File: config.mk
export PLATFORM = sky130hd
export DESIGN_NAME = wfg_sequencer_flat
export DESIGN_NICKNAME = d
export VERILOG_FILES = /design/src/rtl/wfg_sequencer_if.sv /design/src/rtl/wfg_sequencer.sv /design/src/flat_wrapper.sv
export SDC_FILE = /design/constraint.sdc
export NUM_CORES = 1
export LEC_CHECK = 0
export BUFFER_PORTS_ARGS = -buffer_cell sky130_fd_sc_hd__buf_2
export CORE_MARGIN = 2
export CORE_UTILIZATION = 61
export CTS_CLUSTER_SIZE = 24
export DETAILED_ROUTE_END_ITERATION = 7
export PLACE_DENSITY = 0.8
export SYNTH_ARGS = -nofsm -noshare
export SYNTH_HDL_FRONTEND = slang
export SYNTH_SLANG_ARGS = --single-unit
File: constraint.sdc
create_clock -name clk -period 5.2 [get_ports clk]
set_clock_uncertainty 0.05 [all_clocks]
set_input_delay 0.26 -clock clk [delete_from_list [all_inputs] [get_ports clk]]
set_output_delay 0.26 -clock clk [all_outputs]
set_load 0.02 [all_outputs]
File: src/rtl/wfg_sequencer_if.sv
// Host/table side and WFG control side of the segment sequencer.
// The sequencer is the slave; the host or bench is the master.
interface wfg_sequencer_if #(
  parameter int AW      = 3,
  parameter int DWELL_W = 16
);
  localparam int DW = 19 + DWELL_W;

  logic          start;
  logic          stop;
  logic          loop;
  logic [AW-1:0] last_idx;
  logic          prog_we;
  logic [AW-1:0] prog_addr;
  logic [DW-1:0] prog_data;

  logic [10:0]   wfg_sel;
  logic [7:0]    wfg_phase;
  logic          wfg_rst;
  logic          wfg_preset;
  logic          wfg_ld;
  logic          busy;
  logic          done;
  logic [AW-1:0] cur_idx;

  modport master (
    output start, stop, loop, last_idx,
    output prog_we, prog_addr, prog_data,
    input  wfg_sel, wfg_phase, wfg_rst,
    input  wfg_preset, wfg_ld, busy, done, cur_idx
  );

  modport slave (
    input  start, stop, loop, last_idx,
    input  prog_we, prog_addr, prog_data,
    output wfg_sel, wfg_phase, wfg_rst,
    output wfg_preset, wfg_ld, busy, done, cur_idx
  );
endinterface

File: src/rtl/wfg_sequencer.sv
// Segment sequencer for the DDS waveform generator.
// Plays a table of {sel, phase, dwell} entries as reset/run segments.
module wfg_sequencer #(
  parameter int DEPTH     = 8,
  parameter int AW        = 3,
  parameter int DWELL_W   = 16,
  parameter int SETUP_CYC = 4
) (
  input  logic           clk,
  input  logic           rst,
  wfg_sequencer_if.slave bus
);
  localparam int DW = 19 + DWELL_W;
  localparam logic [DWELL_W-1:0] SETUP_LD =
    DWELL_W'(SETUP_CYC - 1);

  typedef enum logic [1:0] {
    IDLE, SETUP, RUN, FINISH
  } state_t;

  state_t               state, state_n;
  logic [AW-1:0]        idx, idx_n;
  logic [DWELL_W-1:0]   cnt, cnt_n;
  logic [AW-1:0]        last_q;
  logic                 loop_q;
  logic                 capture;

  logic [DW-1:0]        tbl [DEPTH];
  logic [DW-1:0]        ent;
  logic [DWELL_W-1:0]   dwell;
  logic [DWELL_W-1:0]   run_ld;

  logic [10:0]          sel_q;
  logic [7:0]           phase_q;
  logic                 rst_q, preset_q, ld_q;
  logic                 busy_q, done_q;
  logic [AW-1:0]        cur_q;

  assign ent    = tbl[idx];
  assign dwell  = ent[DWELL_W-1:0];
  // dwell of zero still runs one cycle
  assign run_ld = (dwell == '0) ? '0 : dwell - 1'b1;

  // table writes accepted only while no playback is active
  always_ff @(posedge clk) begin
    if (bus.prog_we && !busy_q)
      tbl[bus.prog_addr] <= bus.prog_data;
  end

  // next-state, index and cycle counter
  always_comb begin
    state_n = state;
    idx_n   = idx;
    cnt_n   = cnt;
    capture = 1'b0;
    if (bus.stop) begin
      state_n = IDLE;
      cnt_n   = '0;
    end else begin
      unique case (state)
        IDLE: begin
          if (bus.start) begin
            state_n = SETUP;
            idx_n   = '0;
            cnt_n   = SETUP_LD;
            capture = 1'b1;
          end
        end
        SETUP: begin
          if (cnt == '0) begin
            state_n = RUN;
            cnt_n   = run_ld;
          end else begin
            cnt_n = cnt - 1'b1;
          end
        end
        RUN: begin
          if (cnt != '0) begin
            cnt_n = cnt - 1'b1;
          end else if (idx != last_q) begin
            state_n = SETUP;
            idx_n   = idx + 1'b1;
            cnt_n   = SETUP_LD;
          end else if (loop_q) begin
            state_n = SETUP;
            idx_n   = '0;
            cnt_n   = SETUP_LD;
          end else begin
            state_n = FINISH;
          end
        end
        FINISH: state_n = IDLE;
        default: state_n = IDLE;
      endcase
    end
  end

  // state registers and registered generator controls
  always_ff @(posedge clk) begin
    if (!rst) begin
      state    <= IDLE;
      idx      <= '0;
      cnt      <= '0;
      last_q   <= '0;
      loop_q   <= 1'b0;
      sel_q    <= '0;
      phase_q  <= '0;
      rst_q    <= 1'b1;
      preset_q <= 1'b0;
      ld_q     <= 1'b0;
      busy_q   <= 1'b0;
      done_q   <= 1'b0;
      cur_q    <= '0;
    end else begin
      state <= state_n;
      idx   <= idx_n;
      cnt   <= cnt_n;
      if (capture) begin
        last_q <= bus.last_idx;
        loop_q <= bus.loop;
      end
      if (state_n == SETUP && state != SETUP) begin
        sel_q   <= tbl[idx_n][DW-1 -: 11];
        phase_q <= tbl[idx_n][DWELL_W +: 8];
        cur_q   <= idx_n;
      end
      rst_q    <= (state_n != RUN);
      preset_q <= (state_n == RUN);
      ld_q     <= (state_n == RUN) && (state == SETUP);
      busy_q   <= (state_n == SETUP) || (state_n == RUN);
      done_q   <= (state_n == FINISH);
    end
  end

  assign bus.wfg_sel    = sel_q;
  assign bus.wfg_phase  = phase_q;
  assign bus.wfg_rst    = rst_q;
  assign bus.wfg_preset = preset_q;
  assign bus.wfg_ld     = ld_q;
  assign bus.busy       = busy_q;
  assign bus.done       = done_q;
  assign bus.cur_idx    = cur_q;
endmodule

File: src/flat_wrapper.sv
// flat-port wrapper written by rule: the top's interface ports become plain ports
module wfg_sequencer_flat 
#(
  parameter int DEPTH     = 8,
  parameter int AW        = 3,
  parameter int DWELL_W   = 16,
  parameter int SETUP_CYC = 4
)
  (clk, rst, bus_start, bus_stop, bus_loop, bus_last_idx, bus_prog_we, bus_prog_addr, bus_prog_data, bus_wfg_sel, bus_wfg_phase, bus_wfg_rst, bus_wfg_preset, bus_wfg_ld, bus_busy, bus_done, bus_cur_idx);
  wfg_sequencer_if #(.AW(AW), .DWELL_W(DWELL_W)) bus_i ();
  input  logic clk;
  input  logic rst;
  input wire logic [$bits(bus_i.start)-1:0] bus_start;
  input wire logic [$bits(bus_i.stop)-1:0] bus_stop;
  input wire logic [$bits(bus_i.loop)-1:0] bus_loop;
  input wire logic [$bits(bus_i.last_idx)-1:0] bus_last_idx;
  input wire logic [$bits(bus_i.prog_we)-1:0] bus_prog_we;
  input wire logic [$bits(bus_i.prog_addr)-1:0] bus_prog_addr;
  input wire logic [$bits(bus_i.prog_data)-1:0] bus_prog_data;
  output wire logic [$bits(bus_i.wfg_sel)-1:0] bus_wfg_sel;
  output wire logic [$bits(bus_i.wfg_phase)-1:0] bus_wfg_phase;
  output wire logic [$bits(bus_i.wfg_rst)-1:0] bus_wfg_rst;
  output wire logic [$bits(bus_i.wfg_preset)-1:0] bus_wfg_preset;
  output wire logic [$bits(bus_i.wfg_ld)-1:0] bus_wfg_ld;
  output wire logic [$bits(bus_i.busy)-1:0] bus_busy;
  output wire logic [$bits(bus_i.done)-1:0] bus_done;
  output wire logic [$bits(bus_i.cur_idx)-1:0] bus_cur_idx;
  assign bus_i.start = bus_start;
  assign bus_i.stop = bus_stop;
  assign bus_i.loop = bus_loop;
  assign bus_i.last_idx = bus_last_idx;
  assign bus_i.prog_we = bus_prog_we;
  assign bus_i.prog_addr = bus_prog_addr;
  assign bus_i.prog_data = bus_prog_data;
  assign bus_wfg_sel = bus_i.wfg_sel;
  assign bus_wfg_phase = bus_i.wfg_phase;
  assign bus_wfg_rst = bus_i.wfg_rst;
  assign bus_wfg_preset = bus_i.wfg_preset;
  assign bus_wfg_ld = bus_i.wfg_ld;
  assign bus_busy = bus_i.busy;
  assign bus_done = bus_i.done;
  assign bus_cur_idx = bus_i.cur_idx;
  wfg_sequencer #(.DEPTH(DEPTH), .AW(AW), .DWELL_W(DWELL_W), .SETUP_CYC(SETUP_CYC)) u_core (.clk(clk), .rst(rst), .bus(bus_i));
endmodule
==> summary.txt <==
Logic synthesis
  – Share of the synthesized area in compound gates (AO/OA/AOI/OAI): 0.0713
  – Combinational family with the most area after synthesis: simple AND/OR/NAND/NOR gates
  – Post-synth EDFFs: 280
  – Mean instance size in the synthesized netlist: about 15 µm²
  – Fraction of the mapped netlist area in adder cells: 0.0101
  – Post-Synth Simple-Gate Area: 0.107
  – Post-synthesis sequential area ratio: 0.695
  – Syn Nets: ~990
  – Post-synthesis async set-or-reset flop share: 0
  – Number of synthesized register bits: 332
  – Xor/xnor share of the synthesized area: 0.00902
  – Top_reg_cell synth: sky130_fd_sc_hd__edfxtp_1
  – Cell count after synthesis: ~930
  – Cell area after synthesis: between 10000 and 15000 µm²
  – Mux share of post-synthesis cell area: 0.0892
  – Yosys warning total: 0
  – Number of distinct library cells after synthesis: 57

Floorplan
  – Core region area: 21800 µm²
  – Die Y-Extent: between 150 and 200 µm
  – Die span in x: about 150 µm
  – Number of core rows: 54
  – Starting utilization of the core area: 0.623
  – Full die area: ~23000 µm²
  – # IOs: 74

Clock network
  – Clock tree from TritonCTS: built
  – CTS clk-pin slew, worst paths: approximately 60 ps
  – Post-CTS setup-driven buffer insertion count: 0
  – Max H-tree Level: 1
  – Number of buffers inserted by hold repair at cts: 39
  – Total clock buffers created by CTS: 31
  – Post-CTS resize count: 0
  – Num Clock Sinks: 332
  – Insertion delay of the later-clocked pin in the worst-skew pair: roughly 560 ps
  – CTS Buffer Depth: 3
  – Library cell used as clock root buffer: sky130_fd_sc_hd__clkbuf_16

Critical path
  – Worst-path maximum fanout: 19
  – Arr. time, crit path: ~4300 ps
  – Cell class contributing the biggest share of worst-path delay: simple AND/OR/NAND/NOR gates
  – WP buf/inv: 1
  – Critical R2R Launch: u_core.cnt[0]
  – Worst reg-to-reg path cell count: 14
  – Classification of the worst setup path: register to register
  – Setup slack on the worst flop-to-flop path: 1310 ps
  – Req. time, crit path: 5600 ps
  – Crit-path cells: inv_1, ha_1, nor4b_2, nand4_4, o21ai_0, a21oi_1, o21a_1, a21oi_1, or2_2, ha_1, nand2_1, nor3b_4, a32oi_1, o2111a_1
  – Endpoint type of the worst setup path: register
  – Max stage delay on crit path: 930 ps
  – Sort of element at the start of the critical path: register
  – Library cell contributing the largest single delay on the critical path: sky130_fd_sc_hd__nor3b_4
  – Worst reg2reg path endpoint: u_core.bus.wfg_sel[4]

STA
  – Fin Setup TNS: 0 ps
  – Total setup violations reported at the end of the flow: 0
  – Max Slew Vio Count: 0
  – Hold violation count in the final report: 0
  – Max Clk Rate: 0.257 GHz
  – Headroom to the max-slew limit: 0.285
  – Final Critical Period: just under 4000 ps
  – Transition time at the pin with the least slew margin: 1070 ps
  – RSZ-0062 raised after global routing: false
  – Final worst-path cycle share: 0.748

Hold path
  – Worst Hold Launch: bus_stop
  – Path category of the worst min-delay check: primary input to register
  – End point of the worst hold path: u_core.state[0]
  – Cells on Worst Hold Path: 3

Power
  – Pleak: ~5.4 nW
  – Fraction of power consumed by combinational cells: 0.056
  – Sw power: between 0.001 and 0.0015 W
  – VDD IR-drop max: about 0.27 mV
  – Internal Dissipation: 0.00434 W
  – Fraction of power spent switching nets: 0.210
  – Power density over the cells: roughly 350 nW/µm²
  – Share of total power in the clock network: 0.402
  – Proportion of power drawn by flip-flops and latches: 0.542

Routing
  – Wirelength per Cell: 21.5 µm
  – Number of vias in the routed layout: 8274
  – Final ANT Viol Nets: 0
  – Total wirelength of the detailed-routed design: roughly 29000 µm
  – Number of iterations in the first detailed-routing pass: 5
  – Via-per-instance ratio: 6.12
  – Remaining DRCs: 0
  – First-iteration detailed-routing DRC count: around 900

Job
  – Max-cap violations: 0

Finish
  – Final std cells w/o fill: approximately 1400
  – Number of nets at the end of the flow: 1105
  – Post-synthesis to final-layout area growth: 15.4%
  – Number of antenna diodes: 0
  – Share of layout cells above drive strength 1: 0.182
  – Final core utilization: 0.719

Place
  – Final weighted congestion in routability-driven placement: just over 0.8
  – Half-perimeter wire length of the detailed placement result: between 15000 and 20000 µm
  – Placed instance count: between 1000 and 1500
  – Number of port buffers: 73

Global route
  – Antenna violations before repair: 0
  – Via count of the first global-routing pass: between 8000 and 9000
  – Global-route wire length before repair: 45200 µm
  – All-layer global routing usage: 0.247
  – Maximum number of pins on one net before global-route repair: 59
  – Overflow after GRT: 0

Status
  – Result of the run: finished clean
## final cells by class
cell class                 count  area, µm²
timing repair buffer         129        896
sequential                   332       9450
clock inverter                15        156
fill                        1328       6130
inverter                      10       37.5
clock buffer                  43        841
multi-input combinational    543       3960
tap                          280        350
## logic make-up after synthesis
family | Yosys count
buffers and inverters | 53
AOI/OAI and AO/OA | 126
adders and majority gates | 11
and+or+nand+nor | 306
DFF | 332
xor gates and xnor gates | 14
muxes | 86
## through the flow
| step | area [µm²] | setup WS (ps) | hold slack, ps | power [W] |
|---|---|---|---|---|
| after global routing | 15700 | 1030 | 169 | 0.00564 |
| after CTS | 15700 | 1350 | 142 | 0.00550 |
| after floorplan | 13600 | 1400 | 309 | 0.00318 |
| final | 15700 | 1310 | 171 | 0.00549 |
| after global placement | 14300 | 1570 | 429 | 0.00329 |
| after detailed placement | 14300 | 1380 | 439 | 0.00331 |
## worst register-to-register path: stages (launching register included)
cell and delay (ps):
sky130_fd_sc_hd__dfxtp_1 340, sky130_fd_sc_hd__inv_1 90, sky130_fd_sc_hd__ha_1 140, sky130_fd_sc_hd__nor4b_2 330, sky130_fd_sc_hd__nand4_4 220, sky130_fd_sc_hd__o21ai_0 230
sky130_fd_sc_hd__a21oi_1 100, sky130_fd_sc_hd__o21a_1 170, sky130_fd_sc_hd__a21oi_1 210, sky130_fd_sc_hd__or2_2 160, sky130_fd_sc_hd__ha_1 150, sky130_fd_sc_hd__nand2_1 170
sky130_fd_sc_hd__nor3b_4 930, sky130_fd_sc_hd__a32oi_1 270, sky130_fd_sc_hd__o2111a_1 230
## per-layer routing
layer | share of wire | vias to the layer above | track usage
li1 | - | 3781 | -
met1 | 0.40 | 4042 | 0.359
met2 | 0.49 | 401 | 0.393
met3 | 0.091 | 50 | 0.0340
met4 | 0.020 | 0 | 0.0780
met5 | 0 | - | 0
## placed cells by master, fill, tap and decap left out, types with 5 or more instances in the layout
cell / n
sky130_fd_sc_hd__o22ai_1: 8
sky130_fd_sc_hd__nand2b_1: 7
sky130_fd_sc_hd__a31oi_1: 19
sky130_fd_sc_hd__edfxtp_1: 280
sky130_fd_sc_hd__nand3_1: 9
sky130_fd_sc_hd__nand2_1: 170
sky130_fd_sc_hd__nand3b_1: 5
sky130_fd_sc_hd__nor3_1: 9
sky130_fd_sc_hd__a32oi_1: 20
sky130_fd_sc_hd__clkbuf_1: 10
sky130_fd_sc_hd__nor2b_1: 11
sky130_fd_sc_hd__ha_1: 11
sky130_fd_sc_hd__dlygate4sd3_1: 39
sky130_fd_sc_hd__nor2_1: 51
sky130_fd_sc_hd__nand4_1: 5
sky130_fd_sc_hd__o2111a_1: 19
sky130_fd_sc_hd__nor2_4: 6
sky130_fd_sc_hd__xor2_1: 7
sky130_fd_sc_hd__clkinv_2: 6
sky130_fd_sc_hd__and2_1: 5
sky130_fd_sc_hd__o21ai_0: 18
sky130_fd_sc_hd__mux2i_1: 57
sky130_fd_sc_hd__buf_2: 73
sky130_fd_sc_hd__mux4_2: 28
sky130_fd_sc_hd__inv_1: 10
sky130_fd_sc_hd__xnor2_1: 7
sky130_fd_sc_hd__buf_4: 16
sky130_fd_sc_hd__a21oi_1: 18
sky130_fd_sc_hd__dfxtp_1: 50
sky130_fd_sc_hd__clkbuf_16: 31
## cells in the mapped netlist (7+ instances only)
| library cell | instances | area share |
|---|---|---|
| sky130_fd_sc_hd__mux4_2 | 28 | 0.046 |
| sky130_fd_sc_hd__edfxtp_1 | 280 | 0.62 |
| sky130_fd_sc_hd__o2111a_1 | 19 | 0.016 |
| sky130_fd_sc_hd__a32oi_1 | 20 | 0.013 |
| sky130_fd_sc_hd__o21ai_0 | 18 | 0.0066 |
| sky130_fd_sc_hd__a31oi_1 | 19 | 0.0087 |
| sky130_fd_sc_hd__mux2i_1 | 57 | 0.042 |
| sky130_fd_sc_hd__nor2_1 | 57 | 0.016 |
| sky130_fd_sc_hd__buf_2 | 17 | 0.0063 |
| sky130_fd_sc_hd__xor2_1 | 7 | 0.0045 |
| sky130_fd_sc_hd__xnor2_1 | 7 | 0.0045 |
| sky130_fd_sc_hd__nor3_1 | 12 | 0.0044 |
| sky130_fd_sc_hd__clkbuf_1 | 18 | 0.0050 |
| sky130_fd_sc_hd__nand3_1 | 9 | 0.0033 |
| sky130_fd_sc_hd__a21oi_1 | 18 | 0.0066 |
| sky130_fd_sc_hd__nor2b_1 | 12 | 0.0055 |
| sky130_fd_sc_hd__inv_1 | 10 | 0.0028 |
| sky130_fd_sc_hd__o22ai_1 | 8 | 0.0037 |
| sky130_fd_sc_hd__dfxtp_1 | 52 | 0.077 |
| sky130_fd_sc_hd__ha_1 | 11 | 0.010 |
| sky130_fd_sc_hd__nand2b_1 | 7 | 0.0032 |
| sky130_fd_sc_hd__nand2_1 | 170 | 0.047 |
## how the worst max path moves through the flow
stage | depth (start not counted) | startpoint | slack [ps] | to
after floorplan | 2 | u_core.bus.busy | 1400 | u_core.tbl[0][0]
after global placement | 8 | u_core.idx[0] | 1570 | u_core.cnt[15]
after detailed placement | 14 | u_core.cnt[0] | 1380 | u_core.bus.wfg_sel[4]
after CTS | 12 | u_core.cnt[0] | 1350 | u_core.bus.wfg_sel[4]
after global routing | 12 | u_core.cnt[0] | 1030 | u_core.bus.wfg_sel[4]
final | 14 | u_core.cnt[0] | 1310 | u_core.bus.wfg_sel[4]
## sequential cells by signal, summed over array words and instances, names as in the netlist
register and cells:
u_core.bus.wfg_sel 11, u_core.bus.cur_idx 3, u_core.bus.wfg_phase 8, u_core.bus.busy 1, u_core.idx 3, u_core.last_q 3, u_core.cnt 16, u_core.bus.wfg_ld 1
u_core.bus.done 1, u_core.state 2, u_core.bus.wfg_preset 1, u_core.bus.wfg_rst 1, u_core.tbl 280, u_core.loop_q 1
## power groups by stage
stage	registers, W	clock network [W]	logic [W]
global placement	0.00303	0	0.000268
finish	0.00297	0.00221	0.000306
global route	0.00298	0.00233	0.000332
CTS	0.00297	0.00223	0.000302
floorplan	0.00305	0	0.000136
detailed placement	0.00303	0	0.000276
No activity file was read; power rests on OpenSTA's default activity.
